--- config.mk ---
export PLATFORM = sky130hd
export DESIGN_NAME = frame_sync_flag
export DESIGN_NICKNAME = d
export VERILOG_FILES = /design/src/rtl/frame_sync_flag.sv
export SDC_FILE = /design/constraint.sdc
export NUM_CORES = 1
export LEC_CHECK = 0
export CORE_AREA = 2 2 45 47
export DETAILED_ROUTE_END_ITERATION = 8
export DIE_AREA = 0 0 47 49
export HOLD_SLACK_MARGIN = 0.12
export PLACE_DENSITY_LB_ADDON = 0.3
export SYNTH_ARGS = -nofsm -noshare
export SYNTH_HDL_FRONTEND = slang
export SYNTH_SLANG_ARGS = --single-unit
--- constraint.sdc ---
create_clock -name clk -period 2.3 [get_ports clk]
set_input_delay 0.345 -clock clk [delete_from_list [all_inputs] [get_ports clk]]
set_output_delay 0.345 -clock clk [all_outputs]
set_load 0.005 [all_outputs]
--- src/rtl/frame_sync_flag.sv ---
// Debounces the audio band strobe and commits the brightness gain flag only on
// an accepted end-of-packet, so each video frame sees one constant gain.
module frame_sync_flag #(
   parameter int unsigned STABLE_COUNT = 4,
   parameter int unsigned HOLD_FRAMES  = 2,
   parameter logic [1:0]  DEFAULT_FLAG = 2'd0
) (
   input  logic       clk,
   input  logic       reset,
   input  logic [1:0] flag_in,
   input  logic       flag_valid,
   input  logic       valid_in,
   input  logic       ready_in,
   input  logic       eop_in,
   output logic [1:0] flag_out,
   output logic       flag_changed,
   output logic       pending
);

   logic [1:0] flag_q, flag_d;
   logic [1:0] cand_q, cand_d;
   logic [3:0] stable_cnt_q, stable_cnt_d;
   logic [1:0] pend_flag_q, pend_flag_d;
   logic       pending_q, pending_d;
   logic [3:0] frames_since_q, frames_since_d;
   logic       changed_q, changed_d;
   logic       eop_acc;
   logic       commit;
   logic       qualified;

   always_comb begin
      flag_d         = flag_q;
      cand_d         = cand_q;
      stable_cnt_d   = stable_cnt_q;
      pend_flag_d    = pend_flag_q;
      pending_d      = pending_q;
      frames_since_d = frames_since_q;
      changed_d      = 1'b0;

      eop_acc = valid_in & ready_in & eop_in;
      commit  = eop_acc && pending_q &&
                ((int'(frames_since_q) + 1) >= int'(HOLD_FRAMES));

      if (eop_acc && frames_since_q != 4'd15) begin
         frames_since_d = frames_since_q + 4'd1;
      end

      // The commit uses the pre-edge pending state; the debounce below may re-arm it.
      if (commit) begin
         flag_d         = pend_flag_q;
         pending_d      = 1'b0;
         frames_since_d = 4'd0;
         changed_d      = 1'b1;
      end

      if (flag_valid) begin
         if (flag_in == cand_q) begin
            if (stable_cnt_q < 4'(STABLE_COUNT)) begin
               stable_cnt_d = stable_cnt_q + 4'd1;
            end
         end else begin
            cand_d       = flag_in;
            stable_cnt_d = 4'd1;
         end
      end

      qualified = flag_valid && (stable_cnt_d == 4'(STABLE_COUNT));

      // Comparing against the new flag lets a same-cycle commit absorb the request.
      if (qualified) begin
         if (cand_d != flag_d) begin
            pend_flag_d = cand_d;
            pending_d   = 1'b1;
         end else begin
            pending_d   = 1'b0;
         end
      end
   end

   always_ff @(posedge clk) begin
      if (!reset) begin
         flag_q         <= DEFAULT_FLAG;
         cand_q         <= DEFAULT_FLAG;
         stable_cnt_q   <= 4'd0;
         pend_flag_q    <= DEFAULT_FLAG;
         pending_q      <= 1'b0;
         frames_since_q <= 4'(HOLD_FRAMES);
         changed_q      <= 1'b0;
      end else begin
         flag_q         <= flag_d;
         cand_q         <= cand_d;
         stable_cnt_q   <= stable_cnt_d;
         pend_flag_q    <= pend_flag_d;
         pending_q      <= pending_d;
         frames_since_q <= frames_since_d;
         changed_q      <= changed_d;
      end
   end

   assign flag_out     = flag_q;
   assign flag_changed = changed_q;
   assign pending      = pending_q;

endmodule

Yosys cells after proc, flatten, opt, wreduce, memory -nomap -nowiden
Cells that the tools add are included.
W data, S select, Z words.
- output and inout bits: 4
- bits in registers: 16
- logic and storage cells: 40
- input bits: 8
- equal/unequal tests: 4
- reduce and logical (&&, ||, !) cells: 8
- bitwise logic cells: 3
- add/subtract/negate cells: 3
- order comparisons: 2
- multiplexer cells: 12
- operators with widths (cell ; count):
    $mux W4 ; 3
    $mux W2 ; 5
    $add A4 B1 Y4 const B ; 2
    $add A4 B1 Y5 const B ; 1
    $ge A5 B2 Y1 const B ; 1
    $eq A4 B3 Y1 const B ; 1
    $logic_and A1 B1 Y1 ; 4
    $lt A4 B3 Y1 const B ; 1
    $mux W1 ; 4
    $ne A4 B4 Y1 const B ; 1
    $reduce_bool A2 Y1 ; 2
    $and A1 B1 Y1 ; 2
    $eq A2 B2 Y1 ; 1
    $ne A2 B2 Y1 ; 1
    $reduce_and A2 Y1 ; 1
    $reduce_or A2 Y1 ; 1
    $not A1 Y1 ; 1

Logic depth before layout (Yosys ltp)
- depth in word-level cells: 8
- depth in mapped cells: 8
- gate-level depth less buffers: 8

Worst setup path before layout
No wires, ideal clock.
- path kind: register -> register
- start: register frames_since_q[1]
- end: register pend_flag_q[0]
- arrival time: 1.850 ns
- stages on the path, launching flop included: 9
- path slack: 0.378 ns
- required time: 2.228 ns
- clock period less this slack: 1.922 ns
- cells stage by stage: dfxtp_1 > inv_1 > ha_1 > nor3b_2 > nand2_1 > a2bb2oi_2 > and3_4 > o41ai_4 > mux2i_1
- longest elaborated chain between the ends: 6
- ends and longest elaborated chain (item ; line ; source):
    start, declared ; 25 ; logic [3:0] frames_since_q, frames_since_d;
    start signal, assigned ; 87 ; frames_since_q <= 4'(HOLD_FRAMES);
    start signal, assigned ; 95 ; frames_since_q <= frames_since_d;
    $add A4 B1 Y5 ; 42 ; ((int'(frames_since_q) + 1) >= int'(HOLD_FRAMES));
    $ge A5 B2 Y1 ; 42 ;
    $logic_and A1 B1 Y1 ; 41 ; commit = eop_acc && pending_q &&
    $mux W2 ; 49 ; if (commit) begin
    $ne A2 B2 Y1 ; 71 ; if (cand_d != flag_d) begin
    $reduce_and A2 Y1 (no source line) ; -- ;
    end signal, assigned ; 93 ; pend_flag_q <= pend_flag_d;
    end, declared ; 23 ; logic [1:0] pend_flag_q, pend_flag_d;
No other way between the ends.
A chain may end at the register's enable or synchronous reset.

Worst setup path in the final report
- start: register frames_since_q[1]
- end: register pending_q, in the netlist pending
- longest elaborated chain between the ends: 7
- elaborated cells between the ends (all ways): 8
- those cells by class: add/sub (1); order compare (1); eq/ne (1); mux (3); reduce/logical (2)
- ends and longest elaborated chain (item ; line ; source):
    $add A4 B1 Y5 (*) ; 42 ;
    $ge A5 B2 Y1 (*) ; 42 ;
    $logic_and A1 B1 Y1 (*) ; 41 ;
    $mux W2 ; 49 ;
    $ne A2 B2 Y1 ; 71 ;
    $mux W1 ; 71 ;
    $mux W1 ; 70 ; if (qualified) begin
    end signal, assigned ; 94 ; pending_q <= pending_d;
    end, declared ; 24 ; logic pending_q, pending_d;
Mark *: on every way between the ends. The rest lies on a longest branch, timed or not.

==> flow_metrics.py <==
metrics = {
    "floorplanning": {
        "die_h_um": 49,
        "design.die.area_mm2": 0.002303,
        "row_count": 16,
        "io_pins": 12,
        "dieWidth_um": 47,
        "core_area_mm2": 0.001842,
        "start_util_pct": 45.65,
    },
    "pwr": {
        "vdd.ir_drop.worst_v": 0.0003118,
        "p_per_area_mw_per_mm2": 538.2,
        "leakage_nw": 0.4247,
    },
    "final_layout": {
        "syn_to_final_growth_pct": 20.98,
        "register_area_um2": 320.3,
        "fin_nets": 117,
        "drive_gt1_share_pct": 12.38,
        "antennaDiodeCount": 0,
        "fillCellCount": 183,
        "multi_input_area_um2": 498.0,
    },
    "drt": {
        "drt_wl_total_um": 1493,
        "drc": 0,
        "ant_nets": 0,
        "firstDrtPassIters": 2,
        "wire_per_inst_um": 11.31,
        "vias": 681,
        "vias_per_cell": 5.159,
        "drt-initial-drc-count": 6,
    },
    "place": {
        "io_buffers": 11,
        "routabilityCongestion": 0.7732,
        "place.detailed.hpwl_um": 1181,
        "pre_cts_ws_ns": 0.08749,
    },
    "grt": {
        "grt_antenna_before_repair": 0,
        "grt_pass1_vias": 626,
        "grt_pass1_wl_um": 2518,
        "grt_max_degree": 14,
        "grt_remaining_overflow": 0,
        "grt_use_total_pct": 14.88,
    },
    "yosys": {
        "synth_top_family_by_area": "simple AND/OR/NAND/NOR gates",
        "synthTopCellsByArea": "dfxtp_1 (38%), nor2_1 (4.9%), ha_1 (4.5%)",
        "synthMuxAreaShare_pct": 6.250,
        "netlist_area_um2": 840.8,
        "yosysSeqAreaShare_pct": 38.10,
        "synth_xor_area_share_pct": 5.208,
        "synth_top_area_share_pct": 38.10,
        "yosysTopAreaCell": "dfxtp_1",
        "synth_compound_area_share_pct": 20.54,
        "yosysWarnings": 0,
        "synthAdderAreaFrac_pct": 4.464,
        "syn-num-nets": 102,
        "yosys.area_share.simple_pct": 22.77,
        "synth_cell_types": 32,
        "syn_avg_cell_area_um2": 9.240,
        "postSynthCellCount": 91,
        "ys_seq_elements": 16,
    },
    "clock_tree": {
        "cts_hold_buffers": 0,
        "clk_pin_slew_ns": 0.10,
        "cts_sinks": 16,
        "cts_resized": 0,
        "tritoncts": "built",
        "cts.path.max_buffers": 2,
        "post-cts-setup-buffer-count": 0,
        "htreeDepth": 1,
        "cts_inserted_buffers": 3,
        "clk_root_buffer_cell": "clkbuf_4",
        "clk_latency_ns": 0.28,
    },
    "sta": {
        "relSlewSlack_pct": 72.19,
        "finClkSkew_ns": 0.006359,
        "setup_violations": 0,
        "fin_crit_sh_pct": 91.79,
        "hold_violations": 0,
        "tightest_slew_ns": 0.4129,
        "tns_ns": 0,
        "maxSlewViolCount": 0,
        "fmax_mhz": 473.7,
        "finalWorstSetupSlack_ns": 0.1888,
        "rsz0062_at_grt": "no",
        "fin_crit_ns": 2.111,
    },
    "critical_path": {
        "worstPathArrival_ns": 2.26,
        "path_class": "reg2reg",
        "cp_slowest_cell": "o41ai_4",
        "critPathLaunchType": "register",
        "crit_chain": "inv_1, ha_1, nor3b_2, nand2_1, a2bb2oi_2, and3_4, o41ai_4, a21boi_0",
        "crit_fanout": 5,
        "slowest_delay_ns": 0.42,
        "critical_path_required_ns": 2.45,
        "crit_family": "compound AO/OA/AOI/OAI gates",
        "crit_buf_inv": 1,
        "cp-end-kind": "register",
    },
    "outcome": {
        "status": "finished, final reports clean",
    },
    "job": {
        "drv_cap": 0,
    },
    "worst_hold_path": {
        "min_path_type": "reg2reg",
    },
}
cells in the mapped netlist:
master and number:
and3_1 2, xor2_1 3, nand4_1 1, nand3_1 2
nor2b_1 2, clkbuf_1 1, and2_1 1, o41ai_4 1
a2bb2oi_2 1, and3_4 1, inv_1 5, o21ai_0 3
o211ai_1 3, mux2i_1 3, a41oi_1 1, or3_1 1
nand2_1 9, a21boi_0 4, dfxtp_1 16, xnor2_1 2
nor3b_2 1, a2bb2oi_1 1, nor4bb_1 1, nor2_1 11
mux2_2 2, and2_4 1, a21o_2 1, ha_1 3
a21oi_4 1, nor3_1 1, nor3b_1 2, a21oi_1 4
cell type report:
| cell class | count | share of cell area, % |
|---|---|---|
| flip-flops and latches | 16 | 31.49 |
| well taps | 27 | 3.321 |
| clock buffers | 4 | 3.567 |
| multi-input cells | 69 | 48.95 |
| repair buffers | 11 | 10.82 |
| inverters | 5 | 1.845 |
cell families (layout without fill, tap and decap cells):
group | count (synthesis) | count (layout)
AOI/OAI and AO/OA | 20 | 20
xor gates and xnor gates | 5 | 5
muxes | 5 | 5
DFF | 16 | 16
buffers and inverters | 6 | 20
and+or+nand+nor | 36 | 36
adders and majority gates | 3 | 3
worst paths after layout:
kind	from	endpoint	slack [ns]	depth (start not counted)
setup reg to reg	frames_since_q[1]$_SDFFE_PN1P_	pending$_SDFFE_PN0P_	0.19	8
hold reg to reg	pend_flag_q[0]$_SDFFE_PN0P_	pend_flag_q[0]$_SDFFE_PN0P_	0.48	2
hold / removal	pend_flag_q[0]$_SDFFE_PN0P_	pend_flag_q[0]$_SDFFE_PN0P_	0.48	2
setup / recovery	frames_since_q[1]$_SDFFE_PN1P_	pending$_SDFFE_PN0P_	0.19	8
routing by layer:
layer / vias to the layer above / track usage, % / routed length, um
met4: 0 / 7.870 / 39
met1: 310 / 19.21 / 703
met3: 6 / 2.593 / 58
met5: - / 0 / 0
met2: 13 / 22.83 / 691
li1: 352 / - / -
registers in the layout (all words and copies together), names as in the netlist:
| register | flops |
|---|---|
| pend_flag_q | 2 |
| flag_out | 2 |
| stable_cnt_q | 4 |
| cand_q | 2 |
| flag_changed | 1 |
| frames_since_q | 4 |
| pending | 1 |
power by group:
group | switching (mW) | internal, mW
Clock | 0.0884 | 0.0963
Sequential | 0.00745 | 0.285
Combinational | 0.0341 | 0.0366
Total | 0.130 | 0.417
tightest hold or removal path: stages (launching register included):
cell and delay, ns:
dfxtp_1 0.33, nand2_1 0.06, mux2i_1 0.05
per-stage QoR:
step                      hold slack, ns  utilization [%]  total power, mW  instance area [um2]  std cells
final                             0.4843            55.23           0.5474                 1017        132
after global routing              0.4980            55.23           0.5771                 1017        132
after CTS                         0.4836            55.23           0.5538                 1017        132
after detailed placement          0.4672            53.26           0.3696                980.9        128
after global placement            0.4565            53.26           0.3681                980.9        128
after floorplan                   0.4385                -           0.3448                840.8         91
cells in the final DEF (no fill, tap or decap), types with 2 or more instances in the layout:
cell,netlist,layout
and3_1,2,2
clkdlybuf4s50_1,0,11
xnor2_1,2,2
xor2_1,3,3
a21oi_1,4,4
dfxtp_1,16,16
o211ai_1,3,3
mux2_2,2,2
o21ai_0,3,3
ha_1,3,3
nor2b_1,2,2
nand3_1,2,2
a21boi_0,4,4
nor3b_1,2,2
clkbuf_4,0,3
nand2_1,9,9
nor2_1,11,11
mux2i_1,3,3
inv_1,5,5
No activity file was read; power rests on OpenSTA's default activity.
